===== src/rtl/block_fetch_2x_pkg.sv =====
// Shared types for the 2x block fetcher: FSM state encoding, the
// sub-pixel index within a 2x2 block, and the block size.
package block_fetch_pkg;

  typedef enum logic [2:0] {
    IDLE,
    READ,
    WAIT,
    OUT,
    DONE
  } state_t;

  typedef logic [1:0] sub_idx_t;

  localparam int PIX_PER_BLOCK = 4;

endpackage


===== src/rtl/block_fetch_2x_if.sv =====
// Memory-read and pixel-stream bundle between the block fetcher (master)
// and the frame memory / averager side (slave).
interface block_fetch_2x_if #(
  parameter int ADDR_W = 17
);
  logic [ADDR_W-1:0] mem_addr;
  logic              mem_rd_en;
  logic [7:0]        mem_rdata;
  logic [7:0]        pixel_out;
  logic              pixel_valid;
  logic              pixel_ready;
  logic              block_last;
  logic [ADDR_W-2:0] dst_addr;

  modport master (
    output mem_addr, mem_rd_en, pixel_out, pixel_valid, block_last, dst_addr,
    input  mem_rdata, pixel_ready
  );

  modport slave (
    input  mem_addr, mem_rd_en, pixel_out, pixel_valid, block_last, dst_addr,
    output mem_rdata, pixel_ready
  );
endinterface


===== src/rtl/block_addr_gen.sv =====
// Block walker: tracks the top-left address of the current 2x2 block,
// the block column/row, the sub-pixel index and the destination index.
// Produces the source address of the current sub-pixel.
module block_addr_gen
  import block_fetch_pkg::*;
#(
  parameter int SRC_WIDTH  = 320,
  parameter int SRC_HEIGHT = 240,
  parameter int ADDR_W     = 17
) (
  input  logic              clk,
  input  logic              reset,
  input  logic              clear,
  input  logic              advance,
  output logic [ADDR_W-1:0] mem_addr,
  output logic              block_last,
  output logic              frame_last,
  output logic [ADDR_W-2:0] dst_addr
);

  localparam logic [ADDR_W-1:0] ONE_A     = ADDR_W'(1);
  localparam logic [ADDR_W-1:0] TWO_A     = ADDR_W'(2);
  localparam logic [ADDR_W-1:0] ROW_STEP  = ADDR_W'(SRC_WIDTH);
  localparam logic [ADDR_W-1:0] PAIR_STEP = ADDR_W'(SRC_WIDTH + 2);
  localparam logic [ADDR_W-2:0] ONE_D     = (ADDR_W-1)'(1);
  localparam logic [ADDR_W-2:0] BX_LAST   = (ADDR_W-1)'(SRC_WIDTH / 2 - 1);
  localparam logic [ADDR_W-2:0] BY_LAST   = (ADDR_W-1)'(SRC_HEIGHT / 2 - 1);
  localparam sub_idx_t          K_LAST    = sub_idx_t'(PIX_PER_BLOCK - 1);

  logic [ADDR_W-1:0] base;
  logic [ADDR_W-2:0] bx;
  logic [ADDR_W-2:0] by;
  logic [ADDR_W-2:0] dst;
  sub_idx_t          k;
  logic [ADDR_W-1:0] offset;

  // Sub-pixel offset inside the block: TL, TR, BL, BR
  always_comb begin
    offset = '0;
    case (k)
      2'd0:    offset = '0;
      2'd1:    offset = ONE_A;
      2'd2:    offset = ROW_STEP;
      default: offset = ROW_STEP + ONE_A;
    endcase
  end

  assign mem_addr   = base + offset;
  assign block_last = (k == K_LAST);
  assign frame_last = (bx == BX_LAST) && (by == BY_LAST);
  assign dst_addr   = dst;

  // Walk sub-pixels, then blocks along a row-pair, then row-pairs
  always_ff @(posedge clk or posedge reset) begin
    if (reset) begin
      base <= '0;
      bx   <= '0;
      by   <= '0;
      dst  <= '0;
      k    <= '0;
    end else if (clear) begin
      base <= '0;
      bx   <= '0;
      by   <= '0;
      dst  <= '0;
      k    <= '0;
    end else if (advance) begin
      if (k != K_LAST) begin
        k <= k + 2'd1;
      end else begin
        k   <= '0;
        dst <= dst + ONE_D;
        if (bx == BX_LAST) begin
          // Jump from the last block of this row-pair to column 0 two rows down
          base <= base + PAIR_STEP;
          bx   <= '0;
          by   <= by + ONE_D;
        end else begin
          base <= base + TWO_A;
          bx   <= bx + ONE_D;
        end
      end
    end
  end

endmodule


===== src/rtl/block_fetch_2x.sv =====
// 2x2 block fetcher feeding the 2x averaging downscaler. Reads each block's
// four pixels one byte at a time and streams them with a valid/ready
// handshake, tagged with the destination pixel index.
// Optional feature: define BLOCK_FETCH_ABORT_EN to add an `abort` input.
module block_fetch_2x
  import block_fetch_pkg::*;
#(
  parameter int SRC_WIDTH  = 320,
  parameter int SRC_HEIGHT = 240,
  parameter int ADDR_W     = 17
) (
  input  logic              clk,
  input  logic              reset,
  input  logic              start,
`ifdef BLOCK_FETCH_ABORT_EN
  input  logic              abort,
`endif
  block_fetch_2x_if.master  bus,
  output logic              busy,
  output logic              done
);

  if ((SRC_WIDTH % 2) != 0 || (SRC_HEIGHT % 2) != 0) begin : g_bad_dims
    $error("block_fetch_2x: SRC_WIDTH and SRC_HEIGHT must both be even");
  end

  state_t            state;
  logic              abort_req;
  logic              xfer;
  logic              gen_clear;
  logic              gen_advance;
  logic              gen_block_last;
  logic              gen_frame_last;
  logic [ADDR_W-1:0] gen_addr;
  logic [ADDR_W-2:0] gen_dst;

`ifdef BLOCK_FETCH_ABORT_EN
  assign abort_req = abort;
`else
  assign abort_req = 1'b0;
`endif

  assign xfer        = bus.pixel_valid & bus.pixel_ready;
  assign gen_clear   = (state == IDLE) && start;
  // The final block leaves the walker untouched so dst_addr holds its last value
  assign gen_advance = (state == OUT) && xfer && !abort_req &&
                       !(gen_block_last && gen_frame_last);

  block_addr_gen #(
    .SRC_WIDTH (SRC_WIDTH),
    .SRC_HEIGHT(SRC_HEIGHT),
    .ADDR_W    (ADDR_W)
  ) u_addr_gen (
    .clk       (clk),
    .reset     (reset),
    .clear     (gen_clear),
    .advance   (gen_advance),
    .mem_addr  (gen_addr),
    .block_last(gen_block_last),
    .frame_last(gen_frame_last),
    .dst_addr  (gen_dst)
  );

  assign bus.mem_addr = gen_addr;
  assign bus.dst_addr = gen_dst;

  // Frame FSM with registered strobes, pixel register and handshake
  always_ff @(posedge clk or posedge reset) begin
    if (reset) begin
      state           <= IDLE;
      bus.mem_rd_en   <= 1'b0;
      bus.pixel_out   <= '0;
      bus.pixel_valid <= 1'b0;
      bus.block_last  <= 1'b0;
      busy            <= 1'b0;
      done            <= 1'b0;
    end else begin
      done <= 1'b0;
      if (abort_req && state != IDLE) begin
        state           <= IDLE;
        bus.mem_rd_en   <= 1'b0;
        bus.pixel_valid <= 1'b0;
        bus.block_last  <= 1'b0;
        busy            <= 1'b0;
      end else begin
        case (state)
          IDLE: begin
            if (start) begin
              state         <= READ;
              bus.mem_rd_en <= 1'b1;
              busy          <= 1'b1;
            end
          end
          READ: begin
            bus.mem_rd_en <= 1'b0;
            state         <= WAIT;
          end
          WAIT: begin
            bus.pixel_out   <= bus.mem_rdata;
            bus.pixel_valid <= 1'b1;
            bus.block_last  <= gen_block_last;
            state           <= OUT;
          end
          OUT: begin
            if (xfer) begin
              bus.pixel_valid <= 1'b0;
              bus.block_last  <= 1'b0;
              if (gen_block_last && gen_frame_last) begin
                state <= DONE;
              end else begin
                state         <= READ;
                bus.mem_rd_en <= 1'b1;
              end
            end
          end
          DONE: begin
            done  <= 1'b1;
            busy  <= 1'b0;
            state <= IDLE;
          end
          default: state <= IDLE;
        endcase
      end
    end
  end

endmodule


===== src/flat_wrapper.sv =====
// flat-port wrapper written by rule: the top's interface ports become plain ports
module block_fetch_2x_flat import block_fetch_pkg::*;
#(
  parameter int SRC_WIDTH  = 320,
  parameter int SRC_HEIGHT = 240,
  parameter int ADDR_W     = 17
)
  (clk, reset, start, busy, done, bus_mem_addr, bus_mem_rd_en, bus_pixel_out, bus_pixel_valid, bus_block_last, bus_dst_addr, bus_mem_rdata, bus_pixel_ready);
  block_fetch_2x_if #(.ADDR_W(ADDR_W)) bus_i ();
  input  logic clk;
  input  logic reset;
  input  logic start;
  output logic busy;
  output logic done;
  output wire logic [$bits(bus_i.mem_addr)-1:0] bus_mem_addr;
  output wire logic [$bits(bus_i.mem_rd_en)-1:0] bus_mem_rd_en;
  output wire logic [$bits(bus_i.pixel_out)-1:0] bus_pixel_out;
  output wire logic [$bits(bus_i.pixel_valid)-1:0] bus_pixel_valid;
  output wire logic [$bits(bus_i.block_last)-1:0] bus_block_last;
  output wire logic [$bits(bus_i.dst_addr)-1:0] bus_dst_addr;
  input wire logic [$bits(bus_i.mem_rdata)-1:0] bus_mem_rdata;
  input wire logic [$bits(bus_i.pixel_ready)-1:0] bus_pixel_ready;
  assign bus_mem_addr = bus_i.mem_addr;
  assign bus_mem_rd_en = bus_i.mem_rd_en;
  assign bus_pixel_out = bus_i.pixel_out;
  assign bus_pixel_valid = bus_i.pixel_valid;
  assign bus_block_last = bus_i.block_last;
  assign bus_dst_addr = bus_i.dst_addr;
  assign bus_i.mem_rdata = bus_mem_rdata;
  assign bus_i.pixel_ready = bus_pixel_ready;
  block_fetch_2x #(.SRC_WIDTH(SRC_WIDTH), .SRC_HEIGHT(SRC_HEIGHT), .ADDR_W(ADDR_W)) u_core (.clk(clk), .reset(reset), .start(start), .bus(bus_i), .busy(busy), .done(done));
endmodule

===== config.mk =====
export PLATFORM = sky130hd
export DESIGN_NAME = block_fetch_2x_flat
export DESIGN_NICKNAME = d
export VERILOG_FILES = /design/src/rtl/block_fetch_2x_pkg.sv /design/src/rtl/block_fetch_2x_if.sv /design/src/rtl/block_addr_gen.sv /design/src/rtl/block_fetch_2x.sv /design/src/flat_wrapper.sv
export SDC_FILE = /design/constraint.sdc
export NUM_CORES = 1
export LEC_CHECK = 0
export ABC_AREA = 1
export BUFFER_PORTS_ARGS = -buffer_cell sky130_fd_sc_hd__buf_2
export CORE_ASPECT_RATIO = 1.25
export CORE_MARGIN = 2
export CORE_UTILIZATION = 55
export CTS_CLUSTER_DIAMETER = 40
export DETAILED_ROUTE_END_ITERATION = 8
export PLACE_DENSITY = 0.83
export SYNTH_ARGS = -nofsm -noshare
export SYNTH_HDL_FRONTEND = slang
export SYNTH_SLANG_ARGS = --single-unit
export TNS_END_PERCENT = 1

===== constraint.sdc =====
create_clock -name clk -period 3.2 [get_ports clk]
set_input_delay 0.64 -clock clk [delete_from_list [all_inputs] [get_ports clk]]
set_output_delay 0.64 -clock clk [all_outputs]
set_load 0.005 [all_outputs]

==> reports/results.txt <==
Status -> finished clean
Main synth FF type -> dfrtp_1
Worst slew pin tran -> 0.9309 ns
Synth area leader -> dfrtp_1
Post-layout min period -> 2.903 ns
CP max stage cell -> dfrtp_1
Antenna Nets Post-Route -> 0
Clock sink count -> 82
Placer Congestion -> 0.9230
Max-Cap Viols -> 0
Worst-path cell chain -> ha_1 > inv_1 > o21ai_0 > nand2_1 > nor3_1 > nand2_1 > xor2_1 > buf_2
Post-Layout Inst Area -> 0.005520 mm2
Synth-to-layout area growth -> 12.01%
RSZ-0062 raised after global routing -> false
Post-Place Setup Slack -> 0.7100 ns
Sequential cell area fraction in the yosys report -> 41.63%
Total gr overflow -> 0
Most used cell along the critical path -> nand2_1
Netlist cell types -> 36
Slew margin rel. -> 37.94%
Max-slew violations -> 0
Die W -> 88.67 um
Post-Synth Simple-Gate Area -> 31.94%
Final setup vio count -> 0
Avg Cell Area, Syn -> 7.301 um2
Critical path's top delay family -> simple AND/OR/NAND/NOR gates
Number of hold buffers added after cts -> 0
Initial antenna violation count -> 0
Syn Nets -> 697
Post-synthesis mux area share -> 2.031%
Root Buffer -> clkbuf_8
Combinational fraction of design power -> 23.7%
Net Sw Power -> 896.8 uW
PD cells -> 499.7 mW/mm2
Port Buffer Count -> 57
Top cells by area, synth -> dfrtp_1 (42%), nand2_1 (15%), inv_1 (6.4%), nand3_1 (5.8%), nor2_1 (5.3%)
Post-synthesis compound-gate area fraction -> 7.337%
Share of cells above drive strength 1 -> 13.92%
Starting density of the core -> 56.64%
CTS Buffer Depth -> 2
Post-CTS setup buffer count -> 0
Clock Latency Late Sink -> 0.38 ns
Setup TNS -> 0 ns
Setup CP Type -> reg2out
Via count -> 4544
Post-Syn Instances -> 675
Register bit total from synthesis -> 82
Placed wire-length estimate -> 8041 um
DRT Pass-1 Iters -> 5
Die Y -> 109.8 um
CP endpoint kind -> output port
Utilization after layout -> 63.45%
Post-synthesis xor/xnor area fraction -> 5.687%
H-tree Lvls -> 3
Tcrit/Tclk final -> 90.72%
Count leader, synth -> nand2_1
Post-synth top cells -> nand2_1 (202), inv_1 (84), dfrtp_1 (82)
Post-layout nets -> 750
Ant. Diodes -> 0
Initial DRC count -> 260
Post-synth top area share -> 41.63%
Critical R2R Launch -> u_core.u_addr_gen.bx[0]
GRT Total Usage -> 24.87%
Arr. time, crit path -> 2.26 ns
Worst EP required -> 2.56 ns
Final worst slack -> 0.2969 ns
HP Class -> in2async
Crit path buf inv count -> 2
Vias in the first global route -> 4437
TritonCTS clock tree -> done
Power Internal -> 1861 uW
Top achievable clock speed -> 344.5 MHz
Mapped Area -> 0.004928 mm2
Reg clk slew, reported paths -> 0.09 ns
Placed Instance Area -> 0.005303 mm2
VDD IR max -> 0.4364 mV
Num CTS Buffers -> 9
Vias per Instance -> 5.327
Num ports -> 58
Wirelength per Cell -> 13.15 um
Final hold viol count -> 0
Worst path max stage delay -> 0.42 ns
Drt total wl -> 11220 um
Post-synth EDFFs -> 0
Remaining DRCs -> 0
Resized cells post-CTS -> 0
Critical Path Start Type -> flip-flop
Pin count of the biggest net entering global routing -> 51
Worst-path fanout max -> 4
Pleak -> 0.002892 uW
Post-Synth Adder-Cell Area -> 2.539%
Worst Setup SP -> u_core.u_addr_gen.k[1]
Die area -> 0.009739 mm2
Clk_skew -> 0.01143 ns
Main combinational cell family by area after synthesis -> simple AND/OR/NAND/NOR gates
Fraction of registers with async set/reset -> 100.0%
Row cnt -> 38
Clock group share of total power -> 30.6%
First-pass GRT wire length -> 19130 um
Sw frac -> 32.51%
Sequential Power Share -> 45.7%
Yosys warning total -> 0
CORE AREA -> 0.008701 mm2
[cell type report]
type / count / area [um2]
fillers: 770 / 3181
multi-input cells: 487 / 2441
flip-flops and latches: 82 / 2052
repair buffers: 62 / 335.3
inverters: 86 / 324.1
well taps: 120 / 150.1
clock buffers: 10 / 127.6
clock inverters: 6 / 90.09
[layout by cell type (no fill, tap or decap), types with 2 or more instances in the layout]
cell | synthesis | layout
buf_2 | 9 | 57
a21oi_1 | 12 | 12
xor2_1 | 29 | 29
nor2_4 | 2 | 2
nand4_1 | 7 | 7
nand2_4 | 2 | 2
o21ai_1 | 22 | 22
ha_1 | 10 | 10
or2_2 | 3 | 3
nand3_1 | 57 | 57
o22ai_1 | 13 | 13
xnor2_1 | 3 | 3
clkbuf_8 | 0 | 9
inv_1 | 84 | 83
buf_4 | 3 | 4
bufinv_16 | 0 | 2
nand2_1 | 202 | 202
nand2_2 | 2 | 2
nor2_1 | 69 | 69
clkinv_2 | 0 | 2
o21ai_0 | 16 | 16
inv_2 | 2 | 2
nor3_1 | 19 | 19
dfrtp_1 | 82 | 82
mux2_2 | 8 | 8
[metrics by stage]
step | total power, uW | instances | hold WS [ns]
5_1_grt | 2901 | 853 | 0.4843
2_1_floorplan | 1711 | 675 | 0.4419
4_1_cts | 2763 | 853 | 0.4476
3_5_place_dp | 1929 | 837 | 0.4845
3_3_place_gp | 1901 | 837 | 0.4584
6_report | 2758 | 853 | 0.4167
[power groups by stage]
stage | clock network (uW) | registers [uW] | logic (uW)
4_1_cts | 848 | 1260 | 655
6_report | 845 | 1260 | 652
2_1_floorplan | 0 | 1270 | 443
5_1_grt | 899 | 1280 | 724
3_5_place_dp | 0 | 1280 | 651
3_3_place_gp | 0 | 1270 | 630
[sequential cells by signal (all words and copies together), names as in the netlist]
register	count
u_core.busy	1
u_core.u_addr_gen.base	16
u_core.done	1
u_core.u_addr_gen.k	2
u_core.bus.block_last	1
u_core.state	3
u_core.u_addr_gen.by	16
u_core.u_addr_gen.bx	16
u_core.bus.mem_rd_en	1
u_core.bus.pixel_valid	1
u_core.u_addr_gen.dst_addr	16
u_core.bus.pixel_out	8
[logic make-up after synthesis]
family | after synthesis
mux | 9
xor+xnor | 32
buf+inv | 106
fa+ha+maj | 10
flops | 82
simple gates | 369
compound gates | 67
[worst reg2reg max path, cell delays in order (launching register included)]
cell and delay [ns]:
dfrtp_1 0.39, ha_1 0.21, nand2_2 0.09, nor2_4 0.17, nand3_2 0.13, nor2_4 0.20, ha_1 0.20, nand2_1 0.10
o21ai_0 0.28, nand2_1 0.12, nand2_1 0.20, nor2_1 0.06, o21ai_0 0.16, o21ai_1 0.08
[metal layers]
layer / track usage [%] / share of wire, % / vias to the layer above
met1: 28.82 / 42 / 2136
met2: 43.87 / 51 / 144
met5: 0 / 0 / -
met4: 9.957 / 2.5 / 0
met3: 5.631 / 4.4 / 26
li1: - / - / 2238
[worst paths after layout]
path                                                 end  slack (ns)  depth (start not counted)
max in group asynchronous        u_core.u_addr_gen.by[4]        2.12                          3
min in group clk                 u_core.bus.pixel_out[2]        0.49                          2
min reg2reg                      u_core.bus.pixel_out[6]        0.50                          1
min                        u_core.u_addr_gen.dst_addr[6]        0.42                          2
max                                     bus_mem_addr[16]        0.30                          8
max reg2reg                   u_core.u_addr_gen.base[10]        0.69                         13
Power figures use the tool's default switching activity.
